==> config.mk <==
export PLATFORM = sky130hd
export DESIGN_NAME = semaphore_client
export DESIGN_NICKNAME = d
export VERILOG_FILES = /design/src/rtl/semaphore_pkg.sv /design/src/rtl/semaphore_timeout_cnt.sv /design/src/rtl/semaphore_client.sv
export SDC_FILE = /design/constraint.sdc
export NUM_CORES = 1
export LEC_CHECK = 0
export CAP_MARGIN = 10
export CORE_MARGIN = 2
export CORE_UTILIZATION = 52
export CTS_CLUSTER_DIAMETER = 50
export DETAILED_ROUTE_END_ITERATION = 16
export DONT_BUFFER_PORTS = 1
export GPL_TIMING_DRIVEN = 0
export MAX_ROUTING_LAYER = met4
export PLACE_DENSITY_LB_ADDON = 0.08
export REMOVE_ABC_BUFFERS = 1
export SYNTH_ARGS = -nofsm -noshare
export SYNTH_HDL_FRONTEND = slang
export SYNTH_SLANG_ARGS = --single-unit
==> constraint.sdc <==
create_clock -name CLK -period 3.8 [get_ports CLK]
set_input_delay 0.76 -clock CLK [delete_from_list [all_inputs] [get_ports CLK]]
set_output_delay 0.76 -clock CLK [all_outputs]
set_load 0.02 [all_outputs]
==> src/rtl/semaphore_pkg.sv <==
// Shared types and helpers for the semaphore client.
// State encoding, operation codes and width derivations.
package semaphore_pkg;

    typedef enum logic [2:0] {
        S_IDLE,
        S_ACQ_WAIT,
        S_ACQ_TAKE,
        S_REL,
        S_TOUT,
        S_ERR
    } state_t;

    localparam logic OP_ACQUIRE = 1'b0;
    localparam logic OP_RELEASE = 1'b1;

    // Index width for a semaphore array of n entries.
    function automatic int id_width(input int n);
        return (n < 2) ? 1 : $clog2(n);
    endfunction

    // Counter width able to hold the value t.
    function automatic int cnt_width(input int t);
        return (t < 1) ? 1 : $clog2(t + 1);
    endfunction

endpackage

==> src/rtl/semaphore_timeout_cnt.sv <==
// Saturating blocked-cycle counter for the acquire wait.
// Flags the last allowed blocked cycle.
module semaphore_timeout_cnt
    import semaphore_pkg::*;
#(
    parameter int TimeoutCycles = 255,
    localparam int W = cnt_width(TimeoutCycles)
) (
    input  logic clk,
    input  logic rst,
    input  logic clear,
    input  logic enable,
    output logic terminal
);

    localparam logic [W-1:0] Max  = '1;
    localparam logic [W-1:0] Last = W'(TimeoutCycles - 1);

    logic [W-1:0] count;

    // Count blocked cycles; hold at all-ones instead of wrapping.
    always_ff @(posedge clk or posedge rst) begin
        if (rst) begin
            count <= '0;
        end else if (clear) begin
            count <= '0;
        end else if (enable && (count != Max)) begin
            count <= count + 1'b1;
        end
    end

    assign terminal = (TimeoutCycles != 0) && (count == Last);

endmodule

==> src/rtl/semaphore_client.sv <==
// Per-core client FSM for a hardware semaphore array.
// Acquire waits on blocking with optional timeout; release is one shot.
module semaphore_client
    import semaphore_pkg::*;
#(
    parameter int NumberOfSemaphores = 4,
    parameter int TimeoutCycles = 255,
    localparam int IdWidth = id_width(NumberOfSemaphores)
) (
    input  logic                          CLK,
    input  logic                          SEMCLIENT_RESET,
    input  logic                          SEMCLIENT_REQ,
    input  logic                          SEMCLIENT_OP,
    input  logic [IdWidth-1:0]            SEMCLIENT_ID,
    output logic                          SEMCLIENT_BUSY,
    output logic                          SEMCLIENT_DONE,
    output logic                          SEMCLIENT_TIMEOUT,
    output logic                          SEMCLIENT_ERR,
    output logic [NumberOfSemaphores-1:0] SEMCLIENT_EN,
    output logic [NumberOfSemaphores-1:0] SEMCLIENT_WR,
    input  logic [NumberOfSemaphores-1:0] SEMCLIENT_BLOCKING
);

    localparam int N = NumberOfSemaphores;
    localparam logic [N-1:0] One = {{(N-1){1'b0}}, 1'b1};

    state_t             state;
    state_t             next_state;
    logic [IdWidth-1:0] id_q;
    logic               op_q;
    logic [N-1:0]       id_onehot;
    logic               id_ok;
    logic               blocked;
    logic               terminal;

    assign id_onehot = One << id_q;
    assign id_ok     = (32'(SEMCLIENT_ID) < 32'(N));
    assign blocked   = |(SEMCLIENT_BLOCKING & id_onehot);

    semaphore_timeout_cnt #(
        .TimeoutCycles(TimeoutCycles)
    ) u_cnt (
        .clk     (CLK),
        .rst     (SEMCLIENT_RESET),
        .clear   (state == S_IDLE),
        .enable  ((state == S_ACQ_WAIT) && blocked),
        .terminal(terminal)
    );

    // State register plus request capture while idle.
    always_ff @(posedge CLK or posedge SEMCLIENT_RESET) begin
        if (SEMCLIENT_RESET) begin
            state <= S_IDLE;
            id_q  <= '0;
            op_q  <= OP_ACQUIRE;
        end else begin
            state <= next_state;
            if ((state == S_IDLE) && SEMCLIENT_REQ) begin
                id_q <= SEMCLIENT_ID;
                op_q <= SEMCLIENT_OP;
            end
        end
    end

    // Next state and outputs decoded from the registered state.
    always_comb begin
        next_state        = state;
        SEMCLIENT_BUSY    = 1'b1;
        SEMCLIENT_DONE    = 1'b0;
        SEMCLIENT_TIMEOUT = 1'b0;
        SEMCLIENT_ERR     = 1'b0;
        SEMCLIENT_EN      = '0;
        SEMCLIENT_WR      = '0;
        unique case (state)
            S_IDLE: begin
                SEMCLIENT_BUSY = 1'b0;
                if (SEMCLIENT_REQ) begin
                    if (!id_ok) begin
                        next_state = S_ERR;
                    end else if (SEMCLIENT_OP == OP_RELEASE) begin
                        next_state = S_REL;
                    end else begin
                        next_state = S_ACQ_WAIT;
                    end
                end
            end
            S_ACQ_WAIT: begin
                SEMCLIENT_EN = id_onehot;
                // A release seen on the limit cycle still wins.
                if (!blocked) begin
                    next_state = S_ACQ_TAKE;
                end else if (terminal) begin
                    next_state = S_TOUT;
                end
            end
            S_ACQ_TAKE, S_REL: begin
                SEMCLIENT_DONE = 1'b1;
                SEMCLIENT_WR   = id_onehot;
                if (op_q == OP_ACQUIRE) begin
                    SEMCLIENT_EN = id_onehot;
                end
                next_state = S_IDLE;
            end
            S_TOUT: begin
                SEMCLIENT_TIMEOUT = 1'b1;
                next_state        = S_IDLE;
            end
            S_ERR: begin
                SEMCLIENT_ERR = 1'b1;
                next_state    = S_IDLE;
            end
            default: begin
                next_state = S_IDLE;
            end
        endcase
    end

endmodule

# After elaboration in Yosys (flattened, before gate mapping)
# Cells that the tools add are included.
totals:
  output_inout_bits: 12
  in_bits: 10
  ff_bits: 14
  wordCells: 38
op_classes:
  n_reduce_logical: 8
  bitwise: 1
  muxes: 14
  n_eq_ne: 9
  addsub: 1
  shift: 1
op_table:
  columns: ["op", "n"]
  rows:
  - ["8-bit two-way mux", 2]
  - ["3-bit two-way mux", 3]
  - ["8-bit by 1-bit adder with 8-bit output, second input constant", 1]
  - ["8-bit == test, second input constant", 1]
  - ["4-bit two-way mux", 2]
  - ["8-bit inequality test, second input constant", 1]
  - ["4-bit one-hot mux with 2 select lines", 1]
  - ["3-bit by 2-bit == test with 1-bit output, second input constant", 2]
  - ["3-bit == test, second input constant", 2]
  - ["3-bit one-hot mux with 2 select lines", 1]
  - ["4-bit AND", 1]
  - ["1-bit two-way mux", 4]
  - ["4-bit OR reduction", 1]
  - ["1-bit by 2-bit left shift with 4-bit output, first input constant", 1]
  - ["3-bit by 1-bit == test with 1-bit output, second input constant", 1]
  - ["1-bit logical AND", 3]
  - ["3-bit zero test", 1]
  - ["3-bit inequality test, second input constant", 1]
  - ["2-bit two-way mux", 1]
  - ["2-bit inequality test, second input constant", 1]
  - ["2-bit AND reduction", 1]
  - ["2-bit nonzero test", 1]
  - ["2-bit OR reduction", 1]

# Depth between registers and ports, before layout
# Gate-level depths: netlist of run 1.
depth:
  ltp_word: 7
  mapped_depth: 6
  depth_no_buf: 5

# By module
# A second synthesis of run 1 with hierarchy kept.
unflattened:
  cells_unflattened: 95
  area_unflattened_um2: 959.7
by_module_without_submodules:
  columns: ["module", "n_inst", "area_each_um2", "cells_each", "seq_area_each_um2"]
  rows:
  - ["semaphore_timeout_cnt", 1, 524.3, 55, 200.2]
  - ["semaphore_client", 1, 435.4, 40, 150.1]

# Worst setup path before layout of run 1
# Ideal clock, no wire load.
synth_timing:
  path_kind: "register -> output"
  start: "register state[1]"
  end: "output port SEMCLIENT_EN[0]"
  path_slack_ps: 1699
  stages_incl_launch_ff: 4
  n_path_buf: 0
  required_ps: 3040
  arrival_ps: 1341
  cell_sequence: "dfrtp_1 > nor2_1 > a21oi_1 > nor3_1"
synth_via:
  elab_chain_len: 3
  word_cells_on_any_way: 5
  cone_classes: "3 x eq/ne; 1 x mux; 1 x reduce/logical"
synth_lines:
  columns: ["item", "line", "rtl"]
  rows:
  - ["start, declared", "semaphore_client.sv:27", "state_t state;"]
  - ["start signal, assigned", "semaphore_client.sv:57", "state <= next_state;"]
  - ["3-bit by 2-bit == test with 1-bit output", "semaphore_client.sv:74", "unique case (state)"]
  - ["2-bit OR reduction", "semaphore_client.sv:74", null]
  - ["4-bit one-hot mux with 2 select lines (*)", "semaphore_client.sv:74", null]
  - ["end, declared", "semaphore_client.sv:19", "output logic [NumberOfSemaphores-1:0] SEMCLIENT_EN,"]
# Every way passes the cells marked *; elsewhere a longest branch is shown, timed or not.

# Worst setup path after layout of run 1
# Same ends and word-level chain as after synthesis.

==> results.py, run 1 <==
metrics = {
    "die": {
        "initial_utilization_pct": 54.8,
        "io_pins": 22,
        "rows": 14,
        "die_h_um": 43.4,
        "die_area_sq_mm": 0.00188,
        "die_w_um": 43.4,
        "core-area_sq_mm": 0.00147,
    },
    "sta": {
        "drv_slew": 0,
        "max_freq_mhz": 397,
        "max-slew-margin-rel_pct": 55.6,
        "hold_viol": 0,
        "rsz0062_at_grt": "no",
        "whs_ns": 0.403,
        "setup_violations": 0,
        "period_needed_ns": 2.52,
        "setup_tns_ns": 0,
        "setup_ws_ns": 1.28,
        "fin_crit_sh_pct": 66.3,
        "finClkSkew_ns": 0.000804,
        "tightest_slew_ns": 0.665,
    },
    "worst_setup_path": {
        "cp_max_fo": 5,
        "critPathKind": "flip-flop to output port",
        "cp_num_buf_inv": 0,
        "endpoint_kind": "output port",
        "path_delay_family": "simple AND/OR/NAND/NOR gates",
        "cp_data_required_time_ns": 3.04,
        "max_stage_delay_ns": 0.51,
        "cp.arrival_ns": 1.76,
        "start_kind": "flip-flop",
        "worst_path_max_delay_cell": "nor3_1",
        "worstPathCellList": "nor2_1, a21oi_1, nor3_1",
    },
    "synth": {
        "ys_types": 28,
        "yosysSeqAreaShare_pct": 43.4,
        "syn_area_per_cell_sq_um": 9.28,
        "yosys_warnings": 0,
        "syn_inst": 87,
        "yosysTopAreaCell": "dfrtp_1",
        "synth_top_area_share_pct": 43.4,
        "synth_edf_count": 0,
        "netlist_area_sq_um": 807,
        "ys_seq_elements": 14,
        "synthTopCellsByArea": "dfrtp_1 43%, nand3_1 6.8%, nor2_1 4.7%",
        "async_reset_ff_share_pct": 100,
        "synthFlopType": "dfrtp_1",
    },
    "detailed_routing": {
        "drc": 0,
        "firstDrtPassIters": 4,
        "drt_iter0_markers": 6,
        "wl_per_cell_um": 14.2,
        "num_vias": 640,
        "drt.antenna.violating_nets": 0,
        "post_drt_via_cell_ratio": 6.04,
        "wl_um": 1500,
    },
    "pwr": {
        "p_leak_nw": 0.366,
        "p_per_area_mw_per_mm2": 658,
        "ir_drop_mv": 0.393,
        "power_mw": 0.565,
    },
    "layout": {
        "mostFrequentLayoutCells": "14 x dfrtp_1, 11 x nand3_1, 10 x nor2_1",
        "syn_to_final_growth_pct": 6.36,
        "fill_cells": 137,
        "regArea_sq_um": 350,
        "multi_input_area_sq_um": 433,
        "design_area_sq_um": 858,
        "nets": 103,
        "final_layout_size_suffix_gt1_share_pct": 12.2,
        "antennaDiodeCount": 0,
        "layout_commonest_cell": "dfrtp_1",
    },
    "global_route": {
        "top_usage_layer": "met2",
        "met3_usage_pct": 2.92,
        "grt_pass1_wl_um": 2700,
        "use_met2_pct": 30.1,
        "use_met1_pct": 25.7,
        "grt_max_degree": 18,
        "grt_util_all_layers_pct": 19.8,
        "grt_pass1_vias": 647,
        "grt_antenna_before_repair": 0,
        "grt.overflow.total": 0,
    },
    "placed_design": {
        "dp_hpwl_um": 1140,
        "place.gp.congestion": 0.707,
        "postPlaceCellArea_sq_um": 822,
        "port_buffers": 0,
        "dp_slack_ns": 1.57,
    },
    "cts": {
        "cts.htree.levels": 1,
        "cts_setup_buffers": 0,
        "cts_root_buffer": "clkbuf_4",
        "post_cts_resized": 0,
        "clk_pin_slew_ns": 0.09,
        "cts_tree": "yes",
        "ctsHoldBuffers": 0,
        "cts.path.max_buffers": 2,
        "clk_latency_ns": 0.27,
        "cts.sinks": 14,
        "cts_buffers": 3,
    },
    "run": {
        "cap_violations": 0,
    },
    "hold_path": {
        "hold_class": "input pin to asynchronous set/reset pin",
    },
    "run_status": {
        "outcome": "finished, final reports clean",
    },
}
-- Yosys cell counts, types with 2 or more instances --
library cell,n
a21o_1,2
a21oi_1,3
dfrtp_1,14
ha_1,2
inv_1,5
mux2_2,3
nand2_1,6
nand2b_1,2
nand3_1,11
nor2_1,10
nor3_1,4
nor3b_1,2
o211ai_1,2
o21ai_0,6
or3_1,2
-- logic make-up after synthesis --
group	after synthesis	share of synthesized area [%]
simple gates	43	26.7
compound gates	17	15.8
flops	14	43.4
buf+inv	6	2.95
mux	4	6.98
fa+ha+maj	2	3.10
xor+xnor	1	1.09
-- final cells by class --
| type | count | share of cell area [%] |
|---|---|---|
| multi-input combinational | 67 | 50.4 |
| tap | 16 | 2.33 |
| inverter | 5 | 2.19 |
| sequential | 14 | 40.8 |
| clock buffer | 4 | 4.23 |
-- per-stage QoR --
| stage | utilization [%] | instances |
|---|---|---|
| after floorplan | - | 86 |
| after global placement | 55.9 | 102 |
| after detailed placement | 55.9 | 102 |
| after CTS | 58.3 | 106 |
| after global routing | 58.3 | 106 |
| final | 58.3 | 106 |
-- worst paths after layout --
path	startpoint	to	slack, ns	cells past startpoint
worst min-delay path	SEMCLIENT_RESET	id_q[1]	0.40	1
min in group CLK	state[2]	state[1]	0.49	1
worst max-delay path	state[1]	SEMCLIENT_EN[0]	1.28	3
worst min register to register	state[2]	state[1]	0.49	1
worst max register to register	u_cnt.count[0]	u_cnt.count[7]	1.92	5
max in group asynchronous	SEMCLIENT_RESET	u_cnt.count[5]	3.05	1
-- flip-flops by register name (all words and copies together), names as in the netlist --
signal	flops
u_cnt.count	8
state	3
id_q	2
op_q	1
-- metal layers --
layer | share of wire, % | wire [um] | up-vias
li1 | - | - | 319
met2 | 48 | 717 | 9
met5 | 0 | 0 | -
met4 | 0.66 | 10 | 0
met1 | 48 | 728 | 310
met3 | 3.2 | 48 | 2
-- power breakdown --
group	total [mW]	switching [mW]	internal, mW
clock	0.106	0.0481	0.0582
combinational	0.232	0.161	0.0711
sequential	0.227	0.0448	0.182
Note: power is estimated with default switching activity, not from simulation.
==> inputs of run 2 (changes only) <==
==> constraint.sdc (replaced) <==
create_clock -name CLK -period 2.4 [get_ports CLK]
set_input_delay 0.48 -clock CLK [delete_from_list [all_inputs] [get_ports CLK]]
set_output_delay 0.48 -clock CLK [all_outputs]
set_load 0.02 [all_outputs]
==> results of run 2 <==
Same layout as run 1 (identical final DEF). Status: finished, final reports clean.
Among the figures that moved: setup slack after placement 1.57 ns -> 0.452 ns; setup slack after layout 1.28 ns -> 0.160 ns; hold slack 0.403 ns -> 0.123 ns; register-to-register setup slack 1.92 ns -> 0.52 ns; total power 0.565 mW -> 0.895 mW; worst IR drop on VDD 0.393 mV -> 0.623 mV
==> inputs of run 3 (changes only) <==
--- a/config.mk
+++ b/config.mk
@@ -7,7 +7,7 @@
 export LEC_CHECK = 0
 export CAP_MARGIN = 10
 export CORE_MARGIN = 2
-export CORE_UTILIZATION = 52
+export CORE_UTILIZATION = 38
 export CTS_CLUSTER_DIAMETER = 50
 export DETAILED_ROUTE_END_ITERATION = 16
 export DONT_BUFFER_PORTS = 1
@@ -15,6 +15,8 @@
 export MAX_ROUTING_LAYER = met4
 export PLACE_DENSITY_LB_ADDON = 0.08
 export REMOVE_ABC_BUFFERS = 1
+export SLEW_MARGIN = 20
 export SYNTH_ARGS = -nofsm -noshare
 export SYNTH_HDL_FRONTEND = slang
 export SYNTH_SLANG_ARGS = --single-unit
+export TNS_END_PERCENT = 20
==> run 3 against run 2 <==
  * Non-clock buffer count is the same
  * First-iteration DRC count is 33% lower
  * Largest power group unchanged
  * Clock power up 4%
  * Die area grew 33%
  * Register-to-register slack about the same
  * Wire length up 7.0%
  * Combinational power barely moved
  * Hold slack worse by 0.0044 ns
  * Sequential power is 1% higher
  * Critical path depth stayed put
  * Highest routed layer unchanged
  * Worst setup slack better by 0.091 ns
  * Via count rose by 0.31%
==> results.py, run 3 (synthesis gave the netlist of run 1 again) <==
metrics = {
    "global_route": {
        "grt.overflow.total": 0,
        "grt_pass1_wl_um": 2810,
        "grt_antenna_before_repair": 0,
        "grt_max_degree": 18,
        "grt_pass1_vias": 575,
        "grt_util_all_layers_pct": 15.2,
    },
    "placed_design": {
        "dp_hpwl_um": 1180,
        "dp_cells": 113,
        "dp_slack_ns": 0.423,
        "place.gp.congestion": 0.730,
        "port_buffers": 0,
        "postPlaceCellArea_sq_um": 836,
    },
    "layout": {
        "finalNonFillerCells": 117,
        "finalCoreUtilization_pct": 44.3,
        "layout_commonest_cell": "dfrtp_1",
        "syn_to_final_growth_pct": 8.68,
        "design_area_sq_um": 877,
        "top_regs": "u_cnt.count (8), state (3), id_q (2)",
        "antennaDiodeCount": 0,
        "nets": 103,
        "largest_reg_flops": 8,
        "mostFrequentLayoutCells": "14 x dfrtp_1, 11 x nand3_1, 10 x nor2_1",
        "final_layout_size_suffix_gt1_share_pct": 13.3,
        "regMostFlops": "u_cnt.count",
    },
    "detailed_routing": {
        "wl_um": 1610,
        "drc": 0,
        "wl_per_cell_um": 13.8,
        "firstDrtPassIters": 4,
        "drt_iter0_markers": 4,
        "num_vias": 642,
        "drt.antenna.violating_nets": 0,
        "post_drt_via_cell_ratio": 5.49,
        "wl_met1_um": 770,
        "wl_met2_um": 750,
        "wl_met3_um": 62,
        "top_layer": "met4",
    },
    "worst_setup_path": {
        "endpoint_kind": "output port",
        "critPathKind": "flip-flop to output port",
        "cp_data_required_time_ns": 1.92,
        "max_stage_delay_ns": 0.43,
        "cp_max_fo": 5,
        "cp.arrival_ns": 1.67,
        "worst_path_max_delay_cell": "dfrtp_1",
        "worstPathCellList": "nor2_1, a21oi_1, nor2_1",
        "path_common_cell": "nor2_1",
        "reg2reg_setup_slack_ns": 0.53,
        "start_kind": "flip-flop",
    },
    "pwr": {
        "power_mw": 0.907,
        "netSwitchingFraction_pct": 45.5,
        "ir_drop_mv": 0.672,
        "p_leak_nw": 0.367,
        "net-switching-power_mw": 0.413,
        "power_frac_comb_pct": 40.8,
        "p_int_mw": 0.494,
        "p_per_area_mw_per_mm2": 1030,
        "seq_power_share_pct": 40.0,
        "p_clk_share_pct": 19.2,
    },
    "cts": {
        "ctsHoldBuffers": 0,
        "cts_tree": "yes",
        "clk_latency_ns": 0.28,
        "clk_pin_slew_ns": 0.09,
        "cts.sinks": 14,
        "cts_root_buffer": "clkbuf_4",
        "cts.path.max_buffers": 2,
        "cts.htree.levels": 1,
        "cts_buffers": 3,
    },
    "sta": {
        "fin_crit_sh_pct": 89.5,
        "max_freq_mhz": 465,
        "whs_ns": 0.118,
        "rsz0062_at_grt": "no",
        "period_needed_ns": 2.15,
        "setup_ws_ns": 0.251,
        "setup_violations": 0,
        "hold_viol": 0,
        "finClkSkew_ns": 0.00263,
        "tightest_slew_ns": 0.687,
        "drv_slew": 0,
        "setup_tns_ns": 0,
        "max-slew-margin-rel_pct": 54.1,
    },
    "die": {
        "die_area_sq_mm": 0.00251,
        "initial_utilization_pct": 40.7,
        "rows": 16,
        "die_w_um": 50.1,
        "core-area_sq_mm": 0.00198,
        "die_h_um": 50.1,
        "io_pins": 22,
    },
    "hold_path": {
        "hold_class": "input pin to asynchronous set/reset pin",
    },
    "run": {
        "cap_violations": 0,
    },
    "run_status": {
        "outcome": "finished, final reports clean",
    },
}
==> run 3: cell types whose count changed in the layout (fill, tap and decap cells not counted) <==
cell	change
nor3_2	+1
nor3_1	-1
==> run 3: worst max-delay path: cells and delay by family (launching register included) <==
family | cells | cell delay [ns]
AO/OA/AOI/OAI | 1 | 0.22
flip-flops | 1 | 0.43
AND/OR/NAND/NOR | 2 | 0.74
==> run 3: final cells by class <==
type / instances / area, sq um
multi-input cells: 67 / 438
fillers: 199 / 1100
inverters: 5 / 18.8
clock buffers: 4 / 36.3
well taps: 27 / 33.8
flip-flops and latches: 14 / 350
==> run 3: metal layers <==
metal	up-vias	global-route usage [%]
li1	317	-
met4	0	6.94
met2	14	21.7
met1	307	21.0
met5	-	-
met3	4	2.42
==> run 3: power by group through the flow <==
stage / Clock (mW) / Combinational (mW) / Sequential [mW]
4_1_cts: 0.182 / 0.370 / 0.360
2_1_floorplan: 0 / 0.316 / 0.348
6_report: 0.174 / 0.370 / 0.363
5_1_grt: 0.195 / 0.418 / 0.380
3_3_place_gp: 0 / 0.366 / 0.362
3_5_place_dp: 0 / 0.369 / 0.366
==> run 3: what timing repair did <==
item,CTS,global route
resized for setup,0,1
endpoints found under the setup margin,0,1
buffers inserted,0,0
==> run 3: path summary, 6_finish.rpt <==
check                           startpoint              end  depth (start not counted)
setup / recovery                  state[1]  SEMCLIENT_EN[2]                          3
hold / removal             SEMCLIENT_RESET          id_q[1]                          1
setup reg to reg                   id_q[0]   u_cnt.count[7]                          4
hold reg to reg                   state[2]         state[1]                          1
max in group asynchronous  SEMCLIENT_RESET   u_cnt.count[2]                          1
min in group CLK           SEMCLIENT_ID[1]          id_q[1]                          1
